[config.mk]
export PLATFORM = sky130hd
export DESIGN_NAME = sdrd_dirent_scanner
export DESIGN_NICKNAME = d
export VERILOG_FILES = /design/src/rtl/sdrd_dirent_scanner.sv
export SDC_FILE = /design/constraint.sdc
export NUM_CORES = 1
export LEC_CHECK = 0
export ABC_AREA = 1
export CAP_MARGIN = 20
export CORE_UTILIZATION = 53
export CTS_CLUSTER_SIZE = 30
export DETAILED_ROUTE_END_ITERATION = 8
export MAX_ROUTING_LAYER = met4
export PLACE_DENSITY = 0.8
export SLEW_MARGIN = 20
export SYNTH_ARGS = -nofsm -noshare
export SYNTH_HDL_FRONTEND = slang
export SYNTH_SLANG_ARGS = --single-unit
[constraint.sdc]
create_clock -name CLK -period 2.3 [get_ports CLK]
set_input_delay 0.46 -clock CLK [delete_from_list [all_inputs] [get_ports CLK]]
set_output_delay 0.46 -clock CLK [all_outputs]
set_load 0.01 [all_outputs]
[src/rtl/sdrd_dirent_scanner.sv]
// ---------------------------------------------------------------------------
// sdrd_dirent_scanner
//
// Producer side of the picture entry buffer. Parses the 32-bit word stream
// of FAT32 directory sectors as 32-byte directory entries (8 words each),
// keeps only regular picture files with extension EXT, and pushes each
// match's 28-bit start cluster into the picture entry FIFO.
//
// Ports:
//   CLK        clock
//   RST        synchronous active-high reset
//   START      one-cycle pulse: clear counters and begin a scan
//   DIR_END    one-cycle pulse: upstream cluster chain finished
//   IN_DATA    directory word, byte 4k in [7:0] .. byte 4k+3 in [31:24]
//   IN_VALID   IN_DATA valid
//   IN_READY   word accepted when IN_VALID & IN_READY
//   WR         buffer write strobe, one cycle per entry
//   OUTPUT     {4'b0, cluster[27:0]}, valid while WR=1, held otherwise
//   FULL       buffer full
//   PIC_COUNT  entries written in this scan
//   DONE       scan finished (level)
//   OVERFLOW   scan stopped because MAX_ENTRIES was reached
// ---------------------------------------------------------------------------
module sdrd_dirent_scanner #(
    parameter logic [23:0] EXT         = 24'h504D42,
    parameter int          MAX_ENTRIES = 128,
    parameter int          CNT_W       = 8
) (
    input  logic             CLK,
    input  logic             RST,
    input  logic             START,
    input  logic             DIR_END,
    input  logic [31:0]      IN_DATA,
    input  logic             IN_VALID,
    output logic             IN_READY,
    output logic             WR,
    output logic [31:0]      OUTPUT,
    input  logic             FULL,
    output logic [CNT_W-1:0] PIC_COUNT,
    output logic             DONE,
    output logic             OVERFLOW
);

    localparam logic [CNT_W-1:0] MAX_CNT = CNT_W'(MAX_ENTRIES);

    typedef enum logic [1:0] {
        ST_IDLE,
        ST_SCAN,
        ST_EMIT,
        ST_DONE
    } state_t;

    state_t           state, state_nxt;
    logic [2:0]       word_idx, word_idx_nxt;
    logic [CNT_W-1:0] pic_count, pic_count_nxt, count_inc;
    logic             overflow_q, overflow_nxt;
    logic             dir_end_pend, dir_end_pend_nxt;

    // Latched fields of the entry currently being parsed
    logic [7:0]       byte0_q;
    logic [23:0]      ext_q;
    logic [7:0]       attr_q;
    logic [11:0]      cl_hi_q;
    logic [15:0]      cl_lo_q;
    logic [31:0]      out_q;

    logic             take;
    logic             in_ready_c;
    logic             wr_c;
    logic [27:0]      cluster;
    logic             entry_match;

    // Handshake: words are only taken while scanning, and an arriving
    // DIR_END wins over a word offered in the same cycle.
    assign in_ready_c = (state == ST_SCAN) && !DIR_END;
    assign take       = IN_VALID && in_ready_c;

    // The write happens combinationally in EMIT so that an entry completed
    // at cycle t is written at t+1 when the buffer has room.
    assign wr_c    = (state == ST_EMIT) && !FULL && !START;
    assign cluster = {cl_hi_q, cl_lo_q};

    // The size field arrives with word 7 itself, so it is tested directly
    // from IN_DATA in the same cycle the entry is evaluated.
    assign entry_match = (byte0_q != 8'hE5) &&
                         (attr_q != 8'h0F) &&
                         ((attr_q & 8'h18) == 8'h00) &&
                         (ext_q == EXT) &&
                         (IN_DATA != 32'd0) &&
                         (cluster >= 28'd2);

    assign count_inc = pic_count + CNT_W'(1);

    assign IN_READY  = in_ready_c;
    assign WR        = wr_c;
    assign OUTPUT    = wr_c ? {4'b0000, cluster} : out_q;
    assign PIC_COUNT = pic_count;
    assign DONE      = (state == ST_DONE);
    assign OVERFLOW  = overflow_q;

    // Next-state logic. START overrides everything; in EMIT the pending
    // write always completes before any stop condition is honoured.
    always_comb begin
        state_nxt        = state;
        word_idx_nxt     = word_idx;
        pic_count_nxt    = pic_count;
        overflow_nxt     = overflow_q;
        dir_end_pend_nxt = dir_end_pend;

        if (START) begin
            state_nxt        = ST_SCAN;
            word_idx_nxt     = 3'd0;
            pic_count_nxt    = '0;
            overflow_nxt     = 1'b0;
            dir_end_pend_nxt = 1'b0;
        end else begin
            case (state)
                ST_SCAN: begin
                    if (DIR_END) begin
                        state_nxt    = ST_DONE;
                        word_idx_nxt = 3'd0;
                    end else if (take) begin
                        if (word_idx == 3'd0 && IN_DATA[7:0] == 8'h00) begin
                            // End-of-directory marker
                            state_nxt    = ST_DONE;
                            word_idx_nxt = 3'd0;
                        end else begin
                            word_idx_nxt = word_idx + 3'd1;
                            if (word_idx == 3'd7 && entry_match) begin
                                state_nxt = ST_EMIT;
                            end
                        end
                    end
                end
                ST_EMIT: begin
                    if (DIR_END) begin
                        dir_end_pend_nxt = 1'b1;
                    end
                    if (!FULL) begin
                        pic_count_nxt    = count_inc;
                        dir_end_pend_nxt = 1'b0;
                        if (count_inc == MAX_CNT) begin
                            state_nxt    = ST_DONE;
                            overflow_nxt = 1'b1;
                        end else if (DIR_END || dir_end_pend) begin
                            state_nxt = ST_DONE;
                        end else begin
                            state_nxt = ST_SCAN;
                        end
                    end
                end
                default: begin
                end
            endcase
        end
    end

    // State, counters and the held OUTPUT value.
    always_ff @(posedge CLK) begin
        if (RST) begin
            state        <= ST_IDLE;
            word_idx     <= 3'd0;
            pic_count    <= '0;
            overflow_q   <= 1'b0;
            dir_end_pend <= 1'b0;
            out_q        <= 32'd0;
        end else begin
            state        <= state_nxt;
            word_idx     <= word_idx_nxt;
            pic_count    <= pic_count_nxt;
            overflow_q   <= overflow_nxt;
            dir_end_pend <= dir_end_pend_nxt;
            if (wr_c) begin
                out_q <= {4'b0000, cluster};
            end
        end
    end

    // Field capture for the entry being parsed. Stale fields from a
    // discarded partial entry are harmless: every field is rewritten
    // before the next evaluation at word 7.
    always_ff @(posedge CLK) begin
        if (RST) begin
            byte0_q <= 8'd0;
            ext_q   <= 24'd0;
            attr_q  <= 8'd0;
            cl_hi_q <= 12'd0;
            cl_lo_q <= 16'd0;
        end else if (take && !START) begin
            case (word_idx)
                3'd0: byte0_q <= IN_DATA[7:0];
                3'd2: begin
                    ext_q  <= IN_DATA[23:0];
                    attr_q <= IN_DATA[31:24];
                end
                3'd5: cl_hi_q <= IN_DATA[11:0];
                3'd6: cl_lo_q <= IN_DATA[31:16];
                default: begin
                end
            endcase
        end
    end

endmodule
==> flow_metrics.py, run 1 <==
metrics = {
    "run_status": {
        "status": "finished, violations left",
        "violations": "setup timing",
    },
    "timing": {
        "rsz0062_at_grt": "yes",
        "hold_violations": 0,
        "slew_viol_final": 0,
        "post-route-worst-setup-slack_ps": -96.6,
        "worst_slew_pin_slew_ps": 551,
        "worst_clock_skew_ps": 12.5,
        "setup_violations": 34,
        "worst_hold_slack_ps": 459,
        "finalSetupTns_ps": -2030,
        "fmaxAchievable_ghz": 0.417,
        "period_share": 1.04,
        "final.min_clock_period_ps": 2400,
        "slew-limit-headroom": 0.632,
    },
    "global_route": {
        "grt_use_met3": 0.0511,
        "met2_usage": 0.517,
        "grt_pass1_vias": 4793,
        "track_usage": 0.304,
        "grt_pass1_wl_mm": 22.6,
        "met1_usage": 0.358,
        "antenna_found_initial": 0,
        "overflow": 0,
        "grt_max_degree": 55,
        "grt_busiest_layer": "met2",
    },
    "worst_setup_path": {
        "worst_setup_path_start_kind": "flop",
        "arrival_ps": 1940,
        "critPathMaxFanout": 7,
        "end_kind": "primary output",
        "required_ps": 1840,
        "crit_type": "reg2out",
    },
    "route": {
        "drtIter0Drc": 339,
        "drtPass1Iterations": 5,
        "dr_total_vias": 4999,
        "drc": 0,
        "wire_per_inst_um": 15.1,
        "detail_route.vias_per_cell": 5.31,
        "finalWirelength_mm": 14.2,
        "ant_nets": 0,
    },
    "min_path": {
        "hold_path_class": "reg2reg",
    },
    "yosys": {
        "syn_inst": 660,
        "seq_area_frac_synth": 0.452,
        "ys.warnings.count": 0,
        "syn-num-nets": 707,
        "syn_avg_cell_area_um2": 7.32,
        "syn_area_um2": 4830,
        "yosysUniqueCellTypes": 32,
        "ys_seq_elements": 109,
    },
    "layout": {
        "final_cell_mix": "dfxtp_1, nor2_1, buf_4, inv_1, o21ai_0",
        "final_nets": 875,
        "area_delta_synth_final_pct": 43.4,
        "final_area_um2": 6930,
        "fillers": 580,
        "utilization": 0.791,
        "antenna_cells": 0,
        "layoutNonFillerInstCount": 941,
        "drive_gt1_frac": 0.307,
    },
    "power_and_ir_drop": {
        "p_leak_nw": 2.90,
        "power.share.combinational": 0.143,
        "p_switching_mw": 0.931,
        "p_total_mw": 3.52,
        "p_int_mw": 2.59,
        "ir_drop_uv": 307,
        "p_sw_frac": 0.265,
        "p_seq_frac": 0.551,
        "p_per_area_nw_per_um2": 508,
        "p_clk_frac": 0.306,
    },
    "floorplanning": {
        "row_count": 34,
        "start_util": 0.551,
        "ioPinCount": 82,
        "core_area_um2": 8760,
        "die_y_um": 97.5,
        "die_x_um": 97.5,
        "die_area_um2": 9500,
    },
    "place": {
        "dp_hpwl_mm": 8.43,
        "numPlacedInstances": 881,
        "placedInstanceArea_um2": 6130,
        "portBuffers": 81,
        "place_congestion": 0.857,
        "preCtsSetupSlack_ps": -519,
    },
    "clock_tree": {
        "ctsRootBufferMaster": "clkbuf_8",
        "clk_latency_ps": 380,
        "cts_buffers": 9,
        "cts_tree": "built",
        "cts_buffer_depth": 2,
        "h-tree-depth": 3,
        "clkTransAtPathRegs_ps": 100,
        "cts.sinks": 109,
    },
    "run": {
        "drv_cap": 0,
    },
}
==> layer usage <==
layer	share of wire	routed length (um)
met5	0	0
met4	0.024	342
met3	0.060	859
met2	0.50	7090
met1	0.42	5940
==> worst max-delay path: stages, from the launching register on <==
cell     delay, ps
dfxtp_2        350
inv_2           40
ha_4           160
inv_4           60
nor2_4          40
inv_2           70
nor2_4          40
buf_6          130
buf_12         140
buf_16         150
buf_8          130
a21oi_4        140
buf_6          120
==> final cells by class <==
class / instances / area, um2 / share of cell area
multi-input combinational: 418 / 2330 / 0.337
inverter: 101 / 384 / 0.0554
tap: 108 / 135 / 0.0195
timing repair buffer: 189 / 1720 / 0.248
clock buffer: 10 / 128 / 0.0184
clock inverter: 6 / 46.3 / 0.00668
sequential: 109 / 2180 / 0.315
==> sequential cells by signal, summed over array words and instances (netlist names), 2 cells and up <==
signal	cells
PIC_COUNT	8
attr_q	2
byte0_q	8
cl_hi_q	12
cl_lo_q	16
ext_q	24
out_q	32
state	2
word_idx	3
==> power groups by stage <==
stage                     clock [mW]  sequential [mW]  combinational, mW
after floorplan                    0             1.98              0.167
after global placement             0             1.98              0.399
after detailed placement           0             1.98              0.406
after CTS                       1.08             1.94              0.467
after global routing            1.17             1.94              0.540
final                           1.08             1.94              0.504
==> Yosys cell counts <==
master / instances / area, um2
o21bai_1: 1 / 7.51
nand4_1: 4 / 25.0
buf_2: 17 / 85.1
nor2_2: 1 / 6.26
xor2_1: 2 / 17.5
nand2_1: 59 / 221
buf_6: 1 / 11.3
nand2_2: 2 / 12.5
a22o_1: 1 / 8.76
a21oi_1: 78 / 390
ha_1: 9 / 113
nor3b_1: 1 / 7.51
nor2_4: 3 / 33.8
inv_2: 6 / 22.5
nand3_1: 17 / 85.1
o21ai_0: 66 / 330
inv_1: 95 / 357
nor2_1: 108 / 405
o21ai_1: 3 / 15.0
a211oi_1: 28 / 210
buf_1: 1 / 3.75
o22ai_1: 2 / 12.5
o211ai_1: 1 / 7.51
or2_1: 4 / 25.0
nor3_1: 1 / 5.00
clkbuf_2: 2 / 10.0
clkbuf_1: 11 / 41.3
a31oi_1: 1 / 6.26
nand3b_1: 1 / 7.51
or2_2: 24 / 150
dfxtp_1: 109 / 2180
nor3_4: 1 / 16.3
==> repair_timing <==
action,4_1_cts,5_1_grt
buffers inserted,32,7
hold buffers,0,0
endpoints found under the setup margin,33,36
pin swaps,27,7
gates resized for setup,229,24
cloned,6,0
==> path summary, 6_finish.rpt <==
kind                  start    endpoint  slack, ps  cells after the start
setup / recovery   state[0]  OUTPUT[19]       -100                     12
hold / removal    ext_q[12]   ext_q[12]        460                      2
setup reg to reg   state[0]    state[1]        -20                     19
hold reg to reg   ext_q[12]   ext_q[12]        460                      2
==> cells by family (layout without fill, tap and decap cells) <==
logic type / after synthesis / count (layout) / share of synthesized area
AO/OA/AOI/OAI: 181 / 181 / 0.205
XOR/XNOR: 2 / 2 / 0.00363
adder cells (fa/ha/maj): 9 / 9 / 0.0233
flip-flops: 109 / 109 / 0.452
AND/OR/NAND/NOR: 226 / 226 / 0.207
buffers and inverters: 133 / 306 / 0.110
(Power assumes the default switching activity.)
==> inputs of run 2 (changes only) <==
- CORE_ASPECT_RATIO: not set -> 1.2
==> run 2 against run 1 <==
The flow still finishes with violations (setup timing). Largest power group unchanged. Sequential power barely moved. Worst hold slack lost 5.0 ps. Highest routed layer unchanged. Sequential share of layout area is 2.2 points higher. Via count down 6.5%. Worst setup slack worse by 130 ps. Clock skew fell by 3.4 ps. Register-to-register slack gained 310 ps. Final cell count down 2.9%. Combinational power shrank 15%.
==> flow_metrics.py, run 2 (synthesis results as in run 1) <==
metrics = {
    "layout": {
        "regMostFlops": "out_q",
        "multi_input_area_um2": 2240,
        "antenna_cells": 0,
        "final_common_cell": "nor2_1",
        "layoutNonFillerInstCount": 914,
        "drive_gt1_frac": 0.256,
        "fillers": 675,
        "largest_reg_flops": 32,
        "area_delta_synth_final_pct": 34.0,
        "reg.largest.list": "out_q: 32 flops, ext_q: 24 flops, cl_lo_q: 16 flops",
        "regArea_um2": 2180,
        "final_cell_mix": "nor2_1, dfxtp_1, inv_1, o21ai_0, buf_4",
        "final_nets": 839,
    },
    "timing": {
        "slew_viol_final": 0,
        "slew-limit-headroom": 0.625,
        "hold_violations": 0,
        "worst_hold_slack_ps": 454,
        "period_share": 1.10,
        "rsz0062_at_grt": "yes",
        "post-route-worst-setup-slack_ps": -229,
        "setup_violations": 22,
        "worst_clock_skew_ps": 9.07,
        "fmaxAchievable_ghz": 0.395,
        "final.min_clock_period_ps": 2530,
        "worst_slew_pin_slew_ps": 561,
    },
    "run": {
        "drv_cap": 0,
    },
    "power_and_ir_drop": {
        "p_leak_nw": 2.76,
        "ir_drop_uv": 428,
        "p_per_area_nw_per_um2": 540,
    },
    "place": {
        "numPlacedInstances": 880,
        "portBuffers": 81,
        "dp_hpwl_mm": 8.36,
        "place_congestion": 0.826,
        "preCtsSetupSlack_ps": -558,
    },
    "route": {
        "dr_total_vias": 4675,
        "drtIter0Drc": 204,
        "wire_per_inst_um": 13.6,
        "detail_route.vias_per_cell": 5.11,
        "drc": 0,
        "ant_nets": 0,
        "drtPass1Iterations": 5,
        "finalWirelength_mm": 12.4,
    },
    "global_route": {
        "track_usage": 0.271,
        "grt_pass1_wl_mm": 19.6,
        "overflow": 0,
        "grt_pass1_vias": 4401,
        "grt_max_degree": 63,
        "antenna_found_initial": 0,
    },
    "min_path": {
        "hold_path_class": "reg2reg",
    },
    "floorplanning": {
        "start_util": 0.555,
        "die_area_um2": 9500,
        "die_y_um": 107,
        "core_area_um2": 8700,
        "ioPinCount": 82,
        "die_x_um": 89.2,
        "row_count": 37,
    },
    "clock_tree": {
        "clkTransAtPathRegs_ps": 90,
        "h-tree-depth": 3,
        "cts_buffer_depth": 2,
        "cts_tree": "built",
        "holdBufCountCts": 0,
        "ctsRootBufferMaster": "clkbuf_8",
        "cts.sinks": 109,
        "clk_latency_ps": 370,
        "cts_buffers": 9,
    },
    "worst_setup_path": {
        "cpLargestDelayFamily": "buffers and inverters",
        "cp.buffers_inverters": 8,
        "critPathMaxFanout": 5,
        "required_ps": 1840,
        "worst_setup_path_start_kind": "flop",
        "crit_type": "reg2out",
        "path_common_cell": "inv_2",
        "arrival_ps": 2070,
        "cp_slowest_cell": "dfxtp_2",
        "end_kind": "primary output",
        "cpPeakStageDelay_ps": 330,
        "crit_chain": "inv_2 > ha_4 > inv_4 > nor2_4 > inv_2 > nor2_4 > buf_6 > buf_12 > buf_12 > or2_1 > inv_2 > a21oi_2 > buf_2",
    },
    "run_status": {
        "violations": "setup timing",
        "status": "finished, violations left",
    },
}
==> run 2: cell count changes in the layout (fill, tap and decap cells not counted), sizes merged <==
| cell | change |
|---|---|
| dlygate4sd2 | +1 |
| clkdlybuf4s50 | -1 |
| buf | -40 |
| inv | -1 |
| dlymetal6s2s | +1 |
| clkinv | -1 |
| clkbuf | +7 |
| clkinvlp | -2 |
==> run 2: report_power, final <==
group | switching (mW) | internal [mW]
Clock | 0.618 | 0.517
Sequential | 0.0211 | 1.92
Combinational | 0.208 | 0.219
==> run 2: layout make-up <==
type,instances,share of cell area
Clock buffer,14,0.0282
Sequential cell,109,0.337
Timing Repair Buffer,153,0.203
Inverter,101,0.0597
Multi-Input combinational cell,418,0.347
Tap cell,117,0.0226
Clock inverter,2,0.00213
==> run 2: what timing repair did <==
action                                  4_1_cts  5_1_grt
gates resized for setup                     137       57
cloned                                        3        0
pin swaps                                     3        4
buffers inserted                             10        6
endpoints found under the setup margin       33       34
==> run 2: metrics by stage <==
| stage | util | power [mW] | TNS [ps] | area [um2] |
|---|---|---|---|---|
| CTS | 0.733 | 3.49 | -3310 | 6380 |
| detailed placement | 0.700 | 2.38 | -15070 | 6090 |
| global route | 0.744 | 3.63 | -4640 | 6470 |
| finish | 0.744 | 3.50 | -2400 | 6470 |
| floorplan | - | 2.15 | 0 | 4830 |
| global placement | 0.700 | 2.37 | -13360 | 6090 |
==> run 2: tightest hold or removal path: cells and delay by family (launching register included) <==
family | cells | cell delay [ps]
flops | 1 | 310
buf+inv | 1 | 50
compound gates | 1 | 50
==> run 2: path summary, 6_finish.rpt <==
kind / start / end / slack, ps / cells after the start
worst max-delay path: state[0] / OUTPUT[6] / -230 / 13
worst min-delay path: ext_q[15] / ext_q[15] / 450 / 2
worst max register to register: state[1] / ext_q[16] / 290 / 12
worst min register to register: ext_q[15] / ext_q[15] / 450 / 2
==> run 2: metal layers <==
metal,vias to the layer above,GRT usage,share of wire
li1,2383,-,-
met1,2139,0.307,0.42
met2,130,0.477,0.51
met3,23,0.0439,0.048
met4,0,0.0941,0.018
met5,-,-,0
==> inputs of run 3 (changes only) <==
- TNS_END_PERCENT: not set -> 30
==> run 3 against run 2 <==
The flow still finishes with violations (setup timing). Maximum frequency up 3.1%. Sequential share of layout area grew 0.35 points. Sequential power hardly changed. Worst setup slack improved by 77 ps. First-iteration DRC count increased by 15%. Register-to-register slack better by 30 ps. Clock skew down 0.82 ps. Critical path depth shrank 3. Non-clock buffer count fell by 5. Combinational power down 2%. Sequential cell count did not move. Critical path type unchanged. Largest power group unchanged.
==> flow_metrics.py, run 3 (synthesis results as in run 1) <==
metrics = {
    "floorplanning": {
        "ioPinCount": 82,
        "core_area_um2": 8700,
        "die_x_um": 89.2,
        "die_area_um2": 9500,
        "die_y_um": 107,
        "start_util": 0.555,
        "row_count": 37,
    },
    "worst_setup_path": {
        "cpLargestDelayFamily": "buffers and inverters",
        "r2r-end": "ext_q[16]",
        "cpPeakStageDelay_ps": 330,
        "crit_type": "reg2out",
        "worst_setup_path_start_kind": "flop",
        "r2r_cells": 12,
        "end_kind": "primary output",
        "critPathMaxFanout": 17,
        "cp.buffers_inverters": 6,
        "r2r_start": "state[1]",
        "arrival_ps": 1990,
        "path_common_cell": "inv_2",
        "crit_chain": "inv_2 > ha_4 > inv_2 > nor2_4 > inv_2 > nor2_4 > buf_6 > buf_4 > a21oi_1 > dlygate4sd2_1",
        "cp_slowest_cell": "dfxtp_2",
        "r2r_slack_ps": 320,
        "required_ps": 1840,
    },
    "global_route": {
        "antenna_found_initial": 0,
        "overflow": 0,
        "grt_pass1_vias": 4399,
        "track_usage": 0.271,
        "grt_max_degree": 63,
        "grt_pass1_wl_mm": 19.5,
    },
    "route": {
        "drtIter0Drc": 235,
        "detail_route.vias_per_cell": 5.16,
        "dr_total_vias": 4694,
        "ant_nets": 0,
        "drc": 0,
        "wire_per_inst_um": 13.7,
        "finalWirelength_mm": 12.4,
        "drtPass1Iterations": 6,
    },
    "timing": {
        "fmaxAchievable_ghz": 0.408,
        "slew-limit-headroom": 0.631,
        "final.min_clock_period_ps": 2450,
        "worst_clock_skew_ps": 8.25,
        "setup_violations": 27,
        "post-route-worst-setup-slack_ps": -152,
        "hold_violations": 0,
        "rsz0062_at_grt": "yes",
        "period_share": 1.07,
        "slew_viol_final": 0,
        "worst_slew_pin_slew_ps": 552,
    },
    "clock_tree": {
        "ctsRootBufferMaster": "clkbuf_8",
        "cts_buffer_depth": 2,
        "h-tree-depth": 3,
        "clkTransAtPathRegs_ps": 90,
        "clk_latency_ps": 370,
        "cts.sinks": 109,
        "holdBufCountCts": 0,
        "cts_tree": "built",
        "cts_buffers": 9,
    },
    "layout": {
        "final_nets": 834,
        "fillers": 691,
        "layoutNonFillerInstCount": 909,
        "reg.largest.list": "out_q: 32 flops, ext_q: 24 flops, cl_lo_q: 16 flops",
        "final_cell_mix": "nor2_1, dfxtp_1, inv_1, o21ai_0, a21oi_1",
        "area_delta_synth_final_pct": 32.6,
        "largest_reg_flops": 32,
        "final_common_cell": "nor2_1",
        "antenna_cells": 0,
        "drive_gt1_frac": 0.245,
        "regMostFlops": "out_q",
    },
    "min_path": {
        "worstHoldEndpoint": "out_q[28]",
        "hold_path_depth": 2,
        "hold_path_class": "reg2reg",
        "hp-start": "out_q[28]",
    },
    "place": {
        "preCtsSetupSlack_ps": -558,
        "place_congestion": 0.826,
        "numPlacedInstances": 880,
        "portBuffers": 81,
        "dp_hpwl_mm": 8.36,
    },
    "run": {
        "drv_cap": 0,
    },
    "power_and_ir_drop": {
        "p_per_area_nw_per_um2": 544,
        "ir_drop_uv": 431,
        "p_total_mw": 3.49,
        "p_leak_nw": 2.73,
    },
    "run_status": {
        "violations": "setup timing",
        "status": "finished, violations left",
    },
}
-- run 3: cell count changes in the layout (fill, tap and decap cells not counted) --
| cell | previous run | this run |
|---|---|---|
| buf_12 | 5 | 4 |
| a21oi_2 | 20 | 19 |
| inv_6 | 2 | 1 |
| nand2_2 | 3 | 6 |
| clkbuf_16 | 0 | 1 |
| buf_4 | 62 | 58 |
| buf_6 | 4 | 2 |
| inv_1 | 74 | 78 |
| inv_2 | 25 | 22 |
| nand2_4 | 3 | 0 |
| a21oi_1 | 58 | 59 |
| buf_2 | 28 | 29 |
-- run 3: what timing repair did --
item | 4_1_cts | 5_1_grt
cloned | 3 | 1
endpoints found under the setup margin | 33 | 34
gates resized for setup | 130 | 52
pin swaps | 3 | 4
buffers inserted | 8 | 2
-- run 3: layout make-up --
class | count | area [um2] | share of cell area
clock buffers | 14 | 183 | 0.0285
clock inverters | 2 | 13.8 | 0.00215
inverters | 101 | 382 | 0.0595
multi-input cells | 418 | 2230 | 0.347
flip-flops and latches | 109 | 2180 | 0.341
well taps | 117 | 146 | 0.0228
repair buffers | 148 | 1270 | 0.199
-- run 3: how the worst max path moves through the flow --
stage,from,to,cells past startpoint
floorplan,state[0],OUTPUT[19],9
global placement,FULL,OUTPUT[12],9
detailed placement,FULL,OUTPUT[27],9
CTS,state[0],OUTPUT[27],12
global route,state[0],OUTPUT[10],12
finish,state[0],OUTPUT[23],10
-- run 3: stage by stage --
stage	utilization	hold slack (ps)	TNS, ps	instance area, um2
floorplan	-	425	0	4830
global placement	0.700	437	-13360	6090
detailed placement	0.700	445	-15070	6090
CTS	0.731	457	-2910	6360
global route	0.736	463	-4130	6410
finish	0.736	448	-2020	6410
-- run 3: power by group --
| part | internal (mW) | total [mW] | switching (mW) |
|---|---|---|---|
| clock | 0.517 | 1.13 | 0.615 |
| combinational | 0.214 | 0.420 | 0.206 |
| sequential | 1.92 | 1.94 | 0.0210 |
| total | 2.65 | 3.49 | 0.842 |
-- run 3: layer usage --
metal | share of wire | vias up | wire (um) | track usage
li1 | - | 2372 | - | -
met4 | 0.019 | 0 | 242 | 0.0930
met2 | 0.52 | 139 | 6420 | 0.477
met3 | 0.047 | 30 | 583 | 0.0446
met5 | 0 | - | 0 | -
met1 | 0.42 | 2153 | 5190 | 0.307
-- run 3: worst reg2reg max path, delay by kind of cell (launching register included) --
kind | cells | cell delay [ps]
AOI/OAI and AO/OA | 2 | 310
adders and majority gates | 1 | 190
buffers and inverters | 5 | 580
DFF | 1 | 350
and+or+nand+nor | 4 | 430
==> variant 1 (settings of run 3) <==
The parameter `CNT_W` goes from 8 to 6.
--- a/src/rtl/sdrd_dirent_scanner.sv
+++ b/src/rtl/sdrd_dirent_scanner.sv
@@ -25,5 +25,5 @@
     parameter logic [23:0] EXT         = 24'h504D42,
     parameter int          MAX_ENTRIES = 128,
-    parameter int          CNT_W       = 8
+    parameter int          CNT_W       = 6
 ) (
     input  logic             CLK,
Ports: changed (resized PIC_COUNT); port bits go from 82 to 80. The function was not compared with the original's and may differ.
==> variant 1 against run 3 <==
  * The flow still finishes with violations (negative setup slack)
  * Sequential power fell by 2%
  * Synthesized cell count shrank 4.4%
  * Final area up 1.0%
  * Synthesized area shrank 3.1%
  * Critical path depth is 2 higher
  * Sequential share of layout area decreased by 0.95 points
  * Wire length rose by 9.7%
  * Power rose by 0.42%
  * Setup slack gained 21 ps
  * Sequential cell count is 2 lower
  * First-iteration DRC count down 2.1%
  * Largest cell class unchanged
==> variant 1: results <==
group,metric,value,unit
run_status,run_status,"complete, but fails checks",
run_status,violations,"negative setup slack",
detailed_routing,highest_layer,"met4",
global_routing,use_met1,0.326,
timing,layout_setup_ws,-131,ps
detailed_routing,dr_wl_met3,681,um
detailed_routing,met1_length,5390,um
clock_tree,ctsResizeCount,168,
global_routing,grt_use_met2,0.506,
timing,tightestPinTransition,545,ps
setup_path,timing.reg2reg.setup_slack,-20,ps
power,leakage,2.76,nW
synthesis,synth_ff_type,"dfxtp_1",
synthesis,synth-xor-area-share,0.00748,
synthesis,synth_top_family_by_area,"compound AO/OA/AOI/OAI gates",
place,gp_congestion,0.829,
synthesis,synth_commonest_cells,"dfxtp_1, nor2_1, inv_1, a21oi_1, o21ai_0",
place,port_buffers,79,
timing,clock-skew-final,14.1,ps
setup_path,reg2regPathDepth,18,
detailed_routing,viasPerCell,5.36,
clock_tree,post_cts_buffers,24,
detailed_routing,met2WireLength,7080,um
power,p_sw_frac,0.262,
timing,slew_viol_final,0,
cells_and_area,post_route_cells_drive_above_1_share,0.301,
detailed_routing,drtIter0Drc,230,
power,pwr-share-comb,0.132,
cells_and_area,multiInputGateArea,0.00218,mm^2
global_routing,grtUsageTotal,0.292,
synthesis,yosys.cell_types.count,30,
hold_path,min_from,"out_q[30]",
global_routing,grt_pass1_wl,20600,um
synthesis,synth_seq_area_share,0.457,
synthesis,ys_top_cells_by_area,"dfxtp_1, nor2_1, a21oi_1, inv_1, o21ai_0",
timing,setup_viol,31,
synthesis,synth.area.mux_share,0,
place,dpl_cell_area,0.00590,mm^2
setup_path,r2r-end,"PIC_COUNT[4]",
place,hpwl,8100,um
setup_path,rr_startpoint,"state[0]",
cells_and_area,layout.nets,823,
global_routing,grtUsageMet3,0.0506,
synthesis,synth_compound_area_frac,0.204,
setup_path,critPathArrivalTime,1970,ps
cells_and_area,n_fill_cell,624,
synthesis,syn-num-nets,678,
synthesis,synth_fa_ha_area_frac,0.0240,
global_routing,first_global_vias,4613,
power,vdd_drop_max,0.000355,V
synthesis,ys_async_sr_fraction,0,
setup_path,endpoint,"OUTPUT[10]",
power,clkPwrFrac,0.324,
[variant 1: cell types whose count changed in the layout (fill, tap and decap cells not counted), moves of 4 or more]
cell,delta
a21oi_1,-4
a21oi_2,+4
buf_4,+15
buf_6,+5
inv_1,-16
inv_2,+10
nand2_1,-12
or2_1,-4
or2_4,+7
[variant 1: final cells by class]
class / instances / area share
clock inverter: 5 / 0.00696
sequential: 107 / 0.331
clock buffer: 11 / 0.0234
tap: 117 / 0.0226
multi-input combinational: 397 / 0.338
inverter: 95 / 0.0555
timing repair buffer: 166 / 0.223
[variant 1: per-stage QoR]
stage                     TNS, ps  hold slack (ps)  instances  total power [mW]  setup WS (ps)
after floorplan                 0              425        631              2.11            375
after global placement     -13530              437        848              2.33           -485
after detailed placement   -14240              442        848              2.34           -496
after CTS                   -2070              456        891              3.46           -109
after global routing        -4820              480        898              3.62           -204
final                       -2400              450        898              3.50           -131
==> variant 2 (config.mk and constraints of run 3) <==
Made on the original files. Encoding of `state_t`: now one-hot (4 bits for 4 states).
--- a/src/rtl/sdrd_dirent_scanner.sv
+++ b/src/rtl/sdrd_dirent_scanner.sv
@@ -44,9 +44,9 @@
     localparam logic [CNT_W-1:0] MAX_CNT = CNT_W'(MAX_ENTRIES);
 
-    typedef enum logic [1:0] {
-        ST_IDLE,
-        ST_SCAN,
-        ST_EMIT,
-        ST_DONE
+    typedef enum logic [3:0] {
+        ST_IDLE = 4'b0001,
+        ST_SCAN = 4'b0010,
+        ST_EMIT = 4'b0100,
+        ST_DONE = 4'b1000
     } state_t;
 
Check against the original RTL: same outputs for any inputs over 10 cycles, from zero or initial values and one cycle with RST high; not proved beyond that.
==> variant 2 against run 3 <==
  * The flow still finishes with violations (negative setup slack)
  * Final area grew 20%
  * Power grew 51%
  * Sequential cell count is 8 higher
  * Count of clock-buffer cells in the layout up 6
  * First-iteration DRC count increased by 70%
  * Hold slack worse by 4.2 ps
  * Wire length increased by 24%
  * Setup slack better by 27 ps
  * Synthesized area grew 12%
==> variant 2: results <==
group,metric,value,unit
synthesis,yosys.cell_types.count,36,
cells_and_area,layout.nets,947,
detailed_routing,drtIter0Drc,400,
setup_path,critPathSlowestCell,"dfxtp_2",
synthesis,ys_top_cells_by_area,"dfxtp_1, a21oi_1, inv_1, nor2_1, nand2_1",
detailed_routing,vias,5531,
timing,setup_viol,28,
detailed_routing,dr.pass1.iters,6,
synthesis,syn-num-nets,790,
synthesis,synth_commonest_cells,"inv_1, dfxtp_1, a21oi_1, nor2_1, nand2_1",
detailed_routing,viasPerCell,5.31,
setup_path,critPathArrivalTime,1960,ps
clock_tree,htreeDepth,4,
place,dpl_cell_area,0.00680,mm^2
clock_tree,clockRootBuffer,"clkbuf_16",
place,hpwl,9670,um
cells_and_area,n_fill_cell,660,
run_status,run_status,"complete, but fails checks",
detailed_routing,postRouteWirelength,15400,um
global_routing,antenna_found_initial,0,
global_routing,grt_pass1_wl,23700,um
cells_and_area,postLayoutCellArea,0.00768,mm^2
global_routing,first_global_vias,5239,
timing,layout_setup_ws,-125,ps
power,vdd_drop_max,0.000547,V
synthesis,synth_seq_area_share,0.433,
power,p_sw_frac,0.212,
cells_and_area,post_route_cells_drive_above_1_share,0.273,
place,gp_congestion,0.909,
power,leakage,3.32,nW
place,dp_slack,-515,ps
timing,slew_headroom,0.747,
setup_path,worstPathMaxFanout,7,
clock_tree,cts_buffers,17,
synthesis,syn_avg_cell_area,7.25,um^2
clock_tree,clock_latency,420,ps
global_routing,grtUsageTotal,0.295,
run_status,violations,"negative setup slack",
hold_path,min_path_type,"flip-flop to flip-flop",
place,port_buffers,81,
timing,clock-skew-final,6.34,ps
global_routing,grt_max_degree,61,
cells_and_area,top_regs,"out_q (32), ext_q (24), cl_lo_q (16)",
clock_tree,cts.clk_slew.worst_paths,50,ps
cells_and_area,n_antenna_cell,0,
## variant 2: cell types whose count changed after synthesis, moves of 5 or more
cell            run 3  this run
buf_6               1         6
nand3_1            17        22
a21oi_1            78       101
o21ai_1             3        30
inv_1              95       127
nor2_1            108        95
o21ai_0            66        44
buf_2              17        11
inv_2               6         1
dfxtp_1           109       117
nand2_1            59        85
## variant 2: area by class of cell
| type | instances | share of cell area |
|---|---|---|
| clock inverter | 12 | 0.0261 |
| timing repair buffer | 170 | 0.196 |
| inverter | 128 | 0.0628 |
| sequential | 117 | 0.305 |
| tap | 126 | 0.0205 |
| clock buffer | 20 | 0.0594 |
| multi-input combinational | 469 | 0.331 |
## variant 2: cell families after synthesis
kind of cell    after synthesis  synth area share
compound gates              209             0.211
xor+xnor                      1           0.00162
fa+ha+maj                     6            0.0139
buf+inv                     160             0.123
flops                       117             0.433
simple gates                253             0.217
## variant 2: timing repair
item / 4_1_cts / 5_1_grt
setup buffers: 6 / 3
endpoints found under the hold margin: 0 / 0
pin swaps: 4 / 5
cloned: 3 / 2
gates resized for setup: 146 / 63
setup endpoints to repair: 34 / 33
## variant 2: worst paths after layout
kind         startpoint    endpoint  slack (ps)  cells past startpoint
min reg2reg   ext_q[19]   ext_q[19]         440                      2
min           ext_q[19]   ext_q[19]         440                      2
max            state[0]   OUTPUT[1]        -120                     11
max reg2reg    state[0]  cl_hi_q[1]         180                     10
## variant 2: layer usage
layer | up-vias | GRT usage | part of all wire
met5 | - | - | 0
met4 | 0 | 0.126 | 0.030
met3 | 45 | 0.0691 | 0.045
met2 | 161 | 0.511 | 0.52
met1 | 2608 | 0.316 | 0.40
li1 | 2717 | - | -
## variant 2: critical path: cells and delay by family, from the launching register on
kind	cells	cell delay [ps]
compound gates	1	110
buf+inv	5	560
flops	1	330
simple gates	5	540
## variant 2: stage by stage
step,TNS [ps],hold slack [ps]
3_5_place_dp,-14750,438
4_1_cts,-4300,447
5_1_grt,-4350,464
2_1_floorplan,0,424
3_3_place_gp,-13790,431
6_report,-2010,444
## variant 2: power by group through the flow
stage               clock (mW)  sequential (mW)  combinational [mW]
detailed placement           0             2.09               0.263
finish                    2.94             2.05               0.278
floorplan                    0             2.09               0.103
CTS                       2.95             2.04               0.268
global route              3.06             2.05               0.299
global placement             0             2.09               0.258
